**src/rtl/commit_ring_ctrl_pkg.sv**
```systemverilog
// ============================================================================
// commit_ring_ctrl_pkg : shared sizes and index/count types for the commit ring
// Revision: 1.0
// ============================================================================
`default_nettype none

package commit_ring_ctrl_pkg;

    localparam int NCOMMIT  = 32;
    localparam int LNCOMMIT = $clog2(NCOMMIT);
    localparam int NALLOC   = 4;
    localparam int NRETIRE  = 4;
    localparam int ALLOC_W  = $clog2(NALLOC + 1);
    localparam int RETIRE_W = $clog2(NRETIRE + 1);

    typedef logic [LNCOMMIT-1:0] commit_idx_t;
    typedef logic [LNCOMMIT:0]   commit_cnt_t;

endpackage

`default_nettype wire

```
**src/rtl/commit_ring_ctrl_thermo.sv**
```systemverilog
// ============================================================================
// commit_thermo : occupancy count to thermometer mask (bit j set iff j < count)
// Revision: 1.0
// ============================================================================
`default_nettype none

module commit_thermo
    import commit_ring_ctrl_pkg::*;
(
    input  logic [LNCOMMIT:0]  count,
    output logic [NCOMMIT-1:0] mask
);

    for (genvar j = 0; j < NCOMMIT; j++) begin : g_bit
        assign mask[j] = (commit_cnt_t'(j) < count);
    end

endmodule

`default_nettype wire

```
**src/rtl/rot.sv**
```systemverilog
// ============================================================================
// rot : rotate-left of an N-bit vector by r positions (dout[i] = din[i-r])
// Revision: 1.0
// ============================================================================
`default_nettype none

module rot #(
    parameter int N  = 32,
    parameter int LN = $clog2(N)
) (
    input  logic [N-1:0]  din,
    input  logic [LN-1:0] r,
    output logic [N-1:0]  dout
);

    logic [2*N-1:0] dbl;

    // Shifting the doubled word brings the wrapped bits into the upper half.
    assign dbl  = {din, din} << r;
    assign dout = dbl[2*N-1:N];

endmodule

`default_nettype wire

```
**src/rtl/commit_ring_ctrl.sv**
```systemverilog
// ============================================================================
// commit_ring_ctrl : circular commit buffer pointers, in-order retire, flush
//                    rollback and live-entry masks for the alu scheduler
// Revision: 1.0
// ============================================================================
`default_nettype none

module commit_ring_ctrl
    import commit_ring_ctrl_pkg::*;
(
    input  logic                clk,
    input  logic                reset,
    input  logic [ALLOC_W-1:0]  alloc_count,
    output logic                alloc_ack,
    output logic [LNCOMMIT-1:0] alloc_base,
    input  logic [RETIRE_W-1:0] retire_count,
    input  logic                flush_valid,
    input  logic [LNCOMMIT-1:0] flush_index,
    output logic [LNCOMMIT-1:0] commit_head,
    output logic [LNCOMMIT-1:0] commit_tail,
    output logic [NCOMMIT-1:0]  commit_valid,
    output logic [NCOMMIT-1:0]  commit_valid_rot,
    output logic [LNCOMMIT:0]   free_count,
    output logic                retire_err
);

    commit_cnt_t          count;
    commit_cnt_t          retire_amt;
    commit_cnt_t          alloc_amt;
    commit_cnt_t          count_next;
    commit_idx_t          head_next;
    commit_idx_t          tail_next;
    logic                 retire_over;
    logic [NCOMMIT-1:0]   thermo_next;
    logic [NCOMMIT-1:0]   valid_next;

    // Grant uses the registered free count, so same-cycle retires cannot be reused.
    assign alloc_ack  = !flush_valid && (alloc_count != '0) &&
                        (commit_cnt_t'(alloc_count) <= free_count);
    assign alloc_base = commit_tail;

    assign retire_over = commit_cnt_t'(retire_count) > count;
    assign retire_amt  = retire_over ? count : commit_cnt_t'(retire_count);
    assign alloc_amt   = alloc_ack ? commit_cnt_t'(alloc_count) : '0;
    assign head_next   = commit_head + commit_idx_t'(retire_amt);

    always_comb begin
        tail_next  = commit_tail + commit_idx_t'(alloc_amt);
        count_next = count - retire_amt + alloc_amt;
        if (flush_valid) begin
            // Flush rolls tail back; survivors are those between new head and flush point.
            tail_next  = flush_index;
            count_next = commit_cnt_t'(commit_idx_t'(flush_index - head_next));
        end
    end

    commit_thermo u_thermo (
        .count (count_next),
        .mask  (thermo_next)
    );

    rot #(
        .N  (NCOMMIT),
        .LN (LNCOMMIT)
    ) u_rot (
        .din  (thermo_next),
        .r    (head_next),
        .dout (valid_next)
    );

    always_ff @(posedge clk) begin
        if (reset) begin
            commit_head      <= '0;
            commit_tail      <= '0;
            count            <= '0;
            free_count       <= commit_cnt_t'(NCOMMIT);
            commit_valid     <= '0;
            commit_valid_rot <= '0;
            retire_err       <= 1'b0;
        end else begin
            commit_head      <= head_next;
            commit_tail      <= tail_next;
            count            <= count_next;
            free_count       <= commit_cnt_t'(NCOMMIT) - count_next;
            commit_valid     <= valid_next;
            commit_valid_rot <= thermo_next;
            if (retire_over) begin
                retire_err <= 1'b1;
            end
        end
    end

endmodule

`default_nettype wire

```
**config.mk**
```make
export PLATFORM = sky130hd
export DESIGN_NAME = commit_ring_ctrl
export DESIGN_NICKNAME = d
export VERILOG_FILES = /design/src/rtl/commit_ring_ctrl_pkg.sv /design/src/rtl/commit_ring_ctrl_thermo.sv /design/src/rtl/rot.sv /design/src/rtl/commit_ring_ctrl.sv
export SDC_FILE = /design/constraint.sdc
export NUM_CORES = 1
export LEC_CHECK = 0
export CORE_ASPECT_RATIO = 2
export CORE_UTILIZATION = 58
export DETAILED_ROUTE_END_ITERATION = 6
export GPL_TIMING_DRIVEN = 0
export PLACE_DENSITY = 0.87
export SLEW_MARGIN = 20
export SYNTH_ARGS = -nofsm -noshare
export SYNTH_HDL_FRONTEND = slang
export SYNTH_HIERARCHICAL = 1
export SYNTH_SLANG_ARGS = --single-unit
```
**constraint.sdc**
```tcl
create_clock -name clk -period 20.2 [get_ports clk]
set_input_delay 4.04 -clock clk [delete_from_list [all_inputs] [get_ports clk]]
set_output_delay 4.04 -clock clk [all_outputs]
set_load 0.005 [all_outputs]
```
# Yosys cells after proc, flatten, opt, wreduce, memory -nomap -nowiden
# Cells that the tools add are included.
[totals]
ff_bits = 87
in_bits = 14
out_inout_bits = 87
word_cells = 56
[op_classes]
add_sub_neg = 6
order_cmp = 34
n_shift = 1
n_mux = 4
reduce_logical = 4
[ops]
columns = ["op", "count"]
rows = [
  ["less-than comparator 5 x 6 -> 1 bit, first input constant", 16],
  ["left shift 64 x 5 -> 64 bit", 1],
  ["less-than comparator 4 x 6 -> 1 bit, first input constant", 8],
  ["less-than comparator 3 x 6 -> 1 bit, first input constant", 4],
  ["less-than comparator 1 x 6 -> 1 bit, first input constant", 2],
  ["less-than comparator 2 x 6 -> 1 bit, first input constant", 2],
  ["two-way mux 6 bit", 2],
  ["adder 6 x 3 -> 6 bit", 1],
  ["> comparator 3 x 6 -> 1 bit", 1],
  ["<= comparator 3 x 6 -> 1 bit", 1],
  ["subtractor 6 bit", 1],
  ["subtractor 6 bit, first input constant", 1],
  ["adder 5 x 3 -> 5 bit", 1],
  ["adder 5 bit", 1],
  ["two-way mux 5 bit", 1],
  ["subtractor 5 bit", 1],
  ["two-way mux 3 bit", 1],
  ["nonzero test 3 bit", 1],
  ["logical AND 1 bit", 2],
  ["zero test 1 bit", 1],
]

# Depth between registers and ports, before layout
# Gate-level depths: netlist of run 1.
[depth]
depth_word = 8
ltp_mapped = 25

# Cells and area by module
# Netlist of run 1, hierarchy kept.
[modules_own_cells]
columns = ["mod", "n_inst", "cells_per_inst", "area_each_um2", "seq_area_each_um2"]
rows = [
  ["commit_ring_ctrl", 1, 340, 3465.8, 1721.7],
  ["rot", 1, 116, 1949.4, 0.0],
  ["commit_thermo", 1, 64, 379.1, 0.0],
]

# Worst setup path after synthesis of run 1
# Ideal clock, no wire load.
[synth_path]
path_type = "input-to-reg"
startpoint = "input port retire_count[1]"
endpoint = "register commit_valid[1]"
arrival_time_ns = 9.209
required_time_ns = 20.072
slack_ns = 10.863
path_stages = 20
cell_sequence = "ha_1 -> a21o_1 -> a21oi_1 -> a311oi_1 -> mux2_2 -> inv_2 -> fa_1 -> fa_1 -> a21o_1 -> a21oi_1 -> mux2_2 -> a211oi_2 -> inv_1 -> buf_2 -> nor4_2 -> nand2_1 -> mux4_2 -> mux4_2 -> mux2_2 -> nor2b_1"
[synth_between]
elab_chain_cells = 7
word_cells_on_any_way = 40
[synth_rtl]
columns = ["item", "line_no", "rtl"]
rows = [
  ["start, declared", "commit_ring_ctrl.sv:16", "input logic [RETIRE_W-1:0] retire_count,"],
  ["> comparator 3 x 6 -> 1 bit", "commit_ring_ctrl.sv:42", "assign retire_over = commit_cnt_t'(retire_count) > count;"],
  ["two-way mux 6 bit *", "commit_ring_ctrl.sv:43", "assign retire_amt = retire_over ? count : commit_cnt_t'(retire_count);"],
  ["subtractor 6 bit / adder 5 bit (equally long branches)", "commit_ring_ctrl.sv:49, commit_ring_ctrl.sv:45", ""],
  ["adder 6 x 3 -> 6 bit / subtractor 5 bit (equally long branches)", "commit_ring_ctrl.sv:49, commit_ring_ctrl.sv:53", ""],
  ["two-way mux 6 bit *", "commit_ring_ctrl.sv:50", "if (flush_valid) begin"],
  ["via count_next[4]", "commit_ring_ctrl.sv:30", "commit_cnt_t count_next;"],
  ["less-than comparator 2 x 6 -> 1 bit *", "commit_ring_ctrl_thermo.sv:15", "assign mask[j] = (commit_cnt_t'(j) < count);"],
  ["via thermo_next[2]", "commit_ring_ctrl.sv:34", "logic [NCOMMIT-1:0] thermo_next;"],
  ["left shift 64 x 5 -> 64 bit *", "rot.sv:19", "assign dbl = {din, din} << r;"],
  ["via valid_next[1]", "commit_ring_ctrl.sv:35", "logic [NCOMMIT-1:0] valid_next;"],
  ["end signal, assigned", "commit_ring_ctrl.sv:85", "commit_valid <= valid_next;"],
  ["end, declared", "commit_ring_ctrl.sv:21", "output logic [NCOMMIT-1:0] commit_valid,"],
]
# Mark *: on every way through the listed nets, which the timed path passes. The rest lies on a longest branch.
# A chain may end at the register's enable or synchronous reset.

# Worst setup path in the final report of run 1
[layout_path]
startpoint = "input port retire_count[1]"
endpoint = "register commit_valid[3]"
[layout_between]
elab_chain_cells = 7
word_cells_on_any_way = 40
[layout_rtl]
columns = ["item", "line_no"]
rows = [
  ["> comparator 3 x 6 -> 1 bit", "commit_ring_ctrl.sv:42"],
  ["two-way mux 6 bit *", "commit_ring_ctrl.sv:43"],
  ["subtractor 6 bit / adder 5 bit (equally long branches)", "commit_ring_ctrl.sv:49, commit_ring_ctrl.sv:45"],
  ["adder 6 x 3 -> 6 bit / subtractor 5 bit (equally long branches)", "commit_ring_ctrl.sv:49, commit_ring_ctrl.sv:53"],
  ["two-way mux 6 bit *", "commit_ring_ctrl.sv:50"],
  ["via count_next[4]", "commit_ring_ctrl.sv:30"],
  ["less-than comparator 5 x 6 -> 1 bit *", "commit_ring_ctrl_thermo.sv:15"],
  ["via thermo_next[20]", "commit_ring_ctrl.sv:34"],
  ["left shift 64 x 5 -> 64 bit *", "rot.sv:19"],
  ["via valid_next[3]", "commit_ring_ctrl.sv:35"],
]
# Marks and branches as above.

==> reports/metrics.cfg, run 1 <==
[timing]
period_needed_ps=10530
max_clock_freq_ghz=0.0949
tns_ps=0
relSlewSlack=0.460
fin_skew_ps=8.34
rsz0062_at_grt=false
finalHoldViolations=0
period_share=0.521
setup_viol=0
max_slew.worst_pin.slew_ps=810
slew_violations=0

[outcome]
status=complete, no violations

[route]
firstDrtPassIters=5
post-route-drc-count=0
vias=4828
antenna_left=0
drt-total-wl_um=17800
via_per_inst=6.30
drtIter0Drc=319
avgRoutedWirePerCell_um=23.2

[worst_setup_path]
r2r_cells=23
start_kind=input port
cp.required_ps=20420
crit_end=commit_valid[3]$_SDFF_PP0_
cp.arrival_ps=10750
critPathMaxStageDelay_ps=600
regToRegSetupSlack_ps=13380
crit_start=retire_count[1]
worst-setup-path-type=in2reg
crit_path_end_kind=register
r2r-end=commit_valid[3]$_SDFF_PP0_
worstReg2RegStart=count[1]$_SDFF_PP0_
path_cells=clkdlybuf4s50_1, ha_1, a21o_1, a21oi_1, a311oi_1, mux2_2, ha_1, a21o_1, a21oi_1, xor2_1, ha_1, a31o_2, a31oi_1, nor4_1, a211oi_2, inv_1, buf_2, a21oi_1, o21ai_1, mux4_2, mux4_2, mux2_2, nor2b_1
cp_slowest_cell=mux4_2
path_max_fanout=10

[synthesis]
yosysSeqAreaShare=0.297
syn_avg_cell_area_um2=11.1
synth.net_count=563
async_reset_ff_frac=0
synth_area_leaders=dfxtp_1 30%, mux4_2 24%, nor2b_1 7.6%
synth_top_area_share=0.297
syn-cell-area_um2=5790
yosys_warnings=6
synth_ff_type=dfxtp_1
ys_ff_latch=86
syn_inst=520
synth-edff-count=0
synth.distinct_cells=54
synth_area_leader_cell=dfxtp_1

[clock_network]
numCtsBuffers=9
cts_setup_buffers=0
clock_latency_ps=350
holdBufCountCts=0
root_buffer=clkbuf_16
cts_resized=0
clock-sinks=86
cts_buffer_depth=2
cts_tree=done
htreeDepth=3
cts.clk_slew.worst_paths_ps=60

[floorplanning]
dieArea_um2=10400
fp-row-count=51
die_h_um=143
ios=101
core_um2=9700
initial_core_util=0.597
die_w_um=72.7

[global_routing]
grt_overflow=0
grt_pass1_wl_um=26700
grt_max_degree=16
grt.total_usage=0.362
grt_pass1_vias=4983
antenna_found_initial=0

[placed_design]
dp_hpwl_um=14100
portBuffers=98
gp_congestion=1.01

[finish]
drive_above_1_share=0.246
antenna_cells=0
synthToLayoutAreaGrowth_pct=25.1
nets=672

[worst_hold_path]
hold_class=reg2reg

[run]
maxCapViolCount=0

-- logic make-up after synthesis --
logic type / Yosys count / share of synthesized area
muxes: 102 / 0.323
other: 1 / 0.000647
DFF: 86 / 0.297
and+or+nand+nor: 150 / 0.148
AOI/OAI and AO/OA: 62 / 0.0695
xor gates and xnor gates: 12 / 0.0194
adders and majority gates: 29 / 0.0704
buffers and inverters: 78 / 0.0721
-- Yosys cell counts (all sizes together), types with 2 or more instances --
master / number
mux4: 64
and2: 4
or2: 3
nor3: 7
nor2b: 70
o21ai: 15
a31oi: 4
or3: 4
dfxtp: 86
nand2b: 5
a211oi: 3
nand2: 24
ha: 23
nor2: 20
nor4: 4
xor2: 3
a21oi: 14
nand3: 6
xnor2: 9
fa: 6
o21bai: 9
mux2i: 3
and3: 2
buf: 29
a311oi: 2
inv: 32
clkbuf: 17
a21o: 6
mux2: 35
-- critical path, delay by kind of cell --
kind	cells	cell delay [ps]
fa+ha+maj	3	930
compound gates	10	2610
mux	4	1920
buf+inv	3	750
xor+xnor	1	260
simple gates	2	240
-- through the flow --
stage                     instance area [µm²]  setup WS (ps)  std cells   util  hold slack (ps)
final                                    7250           9670        766  0.747              482
after global routing                     7250           9320        766  0.747              509
after CTS                                7250           9800        766  0.747              485
after detailed placement                 6940           9490        750  0.716              466
after global placement                   6940           9530        750  0.716              456
after floorplan                          5790          10860        520      -              465
-- metal layers --
layer / track usage / wire, µm
met3: 0.0729 / 954
met5: 0 / 0
met2: 0.697 / 10300
met4: 0.312 / 1570
met1: 0.291 / 4940
-- worst min path at each step --
stage	startpoint	cells past startpoint	end	slack [ps]
2_1_floorplan	retire_err$_SDFFE_PP0N_	2	retire_err$_SDFFE_PP0N_	470
3_3_place_gp	retire_err$_SDFFE_PP0N_	2	retire_err$_SDFFE_PP0N_	460
3_5_place_dp	retire_err$_SDFFE_PP0N_	2	retire_err$_SDFFE_PP0N_	470
4_1_cts	retire_err$_SDFFE_PP0N_	2	retire_err$_SDFFE_PP0N_	490
5_1_grt	retire_err$_SDFFE_PP0N_	2	retire_err$_SDFFE_PP0N_	510
6_report	retire_err$_SDFFE_PP0N_	2	retire_err$_SDFFE_PP0N_	480
-- placed cells by master, fill, tap and decap left out, types with 5 or more instances in the layout --
cell / synthesis / layout
o21ai_0: 6 / 6
o21bai_1: 9 / 9
nand2b_1: 5 / 5
inv_2: 5 / 5
buf_6: 6 / 6
buf_2: 8 / 8
ha_1: 23 / 23
mux4_2: 63 / 63
xnor2_1: 8 / 8
nor2_1: 19 / 19
a21oi_1: 14 / 14
nand3_1: 6 / 6
clkbuf_16: 0 / 9
inv_1: 27 / 27
buf_4: 10 / 10
mux2_2: 35 / 35
dfxtp_1: 86 / 86
o21ai_1: 9 / 9
clkbuf_1: 17 / 17
fa_1: 6 / 6
nand2_1: 24 / 24
clkdlybuf4s50_1: 0 / 98
a21o_1: 6 / 6
nor2b_1: 70 / 70
-- final cells by class --
type | instances | area (µm²)
Tap cell | 132 | 165
Multi-Input combinational cell | 356 | 3650
Buffer | 46 | 298
Clock inverter | 6 | 68.8
Fill cell | 716 | 2450
Inverter | 32 | 120
Clock buffer | 10 | 239
Sequential cell | 86 | 1720
Timing Repair Buffer | 98 | 981
-- flip-flops by register name (all words and copies together) (netlist names) --
register,flops
commit_valid,32
commit_valid_rot,32
free_count,6
alloc_base,5
commit_head,5
count,5
retire_err,1
Power of run 1 is left out: the tool's default activity adds up to more than one toggle a clock period on the data nets, which glitch-free logic cannot reach.
==> run 2: changes to the inputs <==
Settings changed: CORE_UTILIZATION 58 to 49, PLACE_DENSITY 0.87 to 0.78.
Clock period 20.2 ns to 8.5 ns, I/O delays scaled along.
==> run 2 against run 1 <==
Compared with the run above: sequential share of layout area decreased by 0.090 points; global-route usage is 5.3 points lower; design area rose by 0.38%; die area rose by 18%; first-iteration DRC count down 34%; count of clock-buffer cells in the layout is 1 higher; non-clock buffer count stayed put; register-to-register slack worse by 12000 ps; critical path depth is the same; final cell count increased by 1.3%; utilization fell by 11 points; critical endpoint is now commit_valid[4]$_SDFF_PP0_.
==> reports/metrics.cfg, run 2 (same netlist as run 1, synthesis figures left out) <==
[clock_network]
cts.clk_slew.worst_paths_ps=60  ; about the same
htreeDepth=3  ; unchanged
root_buffer=clkbuf_16
cts_buffer_depth=2  ; unchanged
holdBufCountCts=0  ; unchanged
clock_latency_ps=340  ; about the same
cts_resized=0  ; unchanged
clock-sinks=86  ; unchanged
cts_tree=done
cts_setup_buffers=0  ; unchanged
numCtsBuffers=9  ; unchanged

[global_routing]
antenna_found_initial=0  ; unchanged
grt_max_degree=15  ; -1
grt.total_usage=0.309  ; -0.0528
grt_pass1_vias=4890  ; -1.9%
grt_pass1_wl_um=27300  ; +2.4%
grt_overflow=0  ; unchanged

[route]
wl_met1_um=5210  ; +5.5%
post-route-drc-count=0  ; unchanged
drt-total-wl_um=18100  ; +2.2%
vias=4652  ; -3.6%
highest_layer=met4
drtIter0Drc=211  ; -34%
avgRoutedWirePerCell_um=23.4  ; +0.85%
dr_wl_met3_um=602  ; -37%
firstDrtPassIters=5  ; unchanged
via_per_inst=5.99  ; -4.9%
antenna_left=0  ; unchanged
dr_wl_met2_um=10800  ; +4.8%

[placed_design]
dp.cells=760  ; +1.3%
portBuffers=98  ; unchanged
dp_hpwl_um=14900  ; +6.2%
gp_congestion=0.988  ; -2.5%

[worst_setup_path]
cp.required_ps=8720  ; -11700 ps
worst-setup-path-type=in2reg
path_max_fanout=10  ; unchanged
crit_path_end_kind=register
start_kind=input port
cp.arrival_ps=8450  ; -2300 ps

[floorplanning]
fp-row-count=55  ; +7.8%
ios=101  ; unchanged
dieArea_um2=12300  ; +18%
die_h_um=156  ; +8.7%
die_w_um=78.9  ; +8.6%
core_um2=11400  ; +18%
initial_core_util=0.507  ; -0.0902

[timing]
max_slew.worst_pin.slew_ps=786  ; -24.0 ps
slew_violations=0  ; unchanged
finalHoldViolations=0  ; unchanged
setup_viol=0  ; unchanged
relSlewSlack=0.476  ; +0.0160
max_clock_freq_ghz=0.121
period_share=0.969
period_needed_ps=8240
fin_skew_ps=5.18  ; -3.16 ps
rsz0062_at_grt=false

[finish]
final_common_cell=clkdlybuf4s50_1
reg_top3=commit_valid (32), commit_valid_rot (32), free_count (6)
antenna_cells=0  ; unchanged
fin_cells=776  ; +1.3%
nets=672  ; unchanged
drive_above_1_share=0.244  ; -0.00158
final_cell_mix=98 x clkdlybuf4s50_1, 86 x dfxtp_1, 70 x nor2b_1
synthToLayoutAreaGrowth_pct=25.6

[worst_hold_path]
hold_class=reg2reg

[outcome]
status=complete, no violations

[run]
maxCapViolCount=0  ; unchanged

## run 2: cell count changes in the layout (fill, tap and decap cells not counted)
cell        before  now
a311oi_2         0    1
clkbuf_8         1    0
bufinv_16        1    2
inv_6            2    0
clkinv_2         1    0
a311oi_1         2    1
clkbuf_1        17   19
clkinvlp_4       1    2
## run 2: layout make-up
cell class / count / area [µm²]
plain buffers: 46 / 298
clock buffers: 11 / 233
clock inverters: 5 / 83.8
fillers: 965 / 4150
inverters: 32 / 120
multi-input cells: 356 / 3660
flip-flops and latches: 86 / 1720
well taps: 142 / 178
repair buffers: 98 / 981
## run 2: worst max-delay path, cell delays in order
cell and delay [ps]:
clkdlybuf4s50_1 450, ha_1 340, a21o_1 120, a21oi_1 80, a311oi_2 370, mux2_2 460
ha_1 290, a21o_1 180, a21oi_1 160, xor2_1 400, ha_1 360, a31o_2 250
a31oi_1 310, nor4_1 120, a211oi_2 420, inv_1 100, buf_2 210, nor3_2 210
nand2_1 230, mux4_2 640, mux4_2 610, mux2_2 300, nor2b_1 130
## run 2: routing by layer
metal,GRT usage,vias up
met4,0.248,0
met3,0.0509,80
met5,0,-
met2,0.627,193
li1,-,2083
met1,0.239,2296
## run 2: per-stage QoR
stage                      util  cell area [µm²]  setup TNS, ps  hold slack [ps]  setup slack [ps]
final                     0.637             7280              0              494               264
after global routing      0.637             7280              0              534              11.1
after CTS                 0.636             7270              0              509               199
after detailed placement  0.609             6950          -2620              494              -155
after global placement    0.609             6950           -251              480             -44.4
after floorplan               -             5790              0              465              1500
## run 2: path summary, 6_finish.rpt
path / cells past startpoint / endpoint / slack, ps / startpoint
hold / removal: 2 / retire_err$_SDFFE_PP0N_ / 490 / retire_err$_SDFFE_PP0N_
hold reg to reg: 2 / retire_err$_SDFFE_PP0N_ / 490 / retire_err$_SDFFE_PP0N_
setup reg to reg: 23 / commit_valid[4]$_SDFF_PP0_ / 1650 / count[1]$_SDFF_PP0_
setup / recovery: 23 / commit_valid[4]$_SDFF_PP0_ / 260 / retire_count[1]
Power of run 2 is left out for the same reason.
==> run 3: changes to the inputs <==
Settings changed: SLEW_MARGIN 20 to 30.
==> results of run 3 <==
Final layout, timing and power as in run 2 (identical DEF).
Power of run 3 is left out for the same reason.
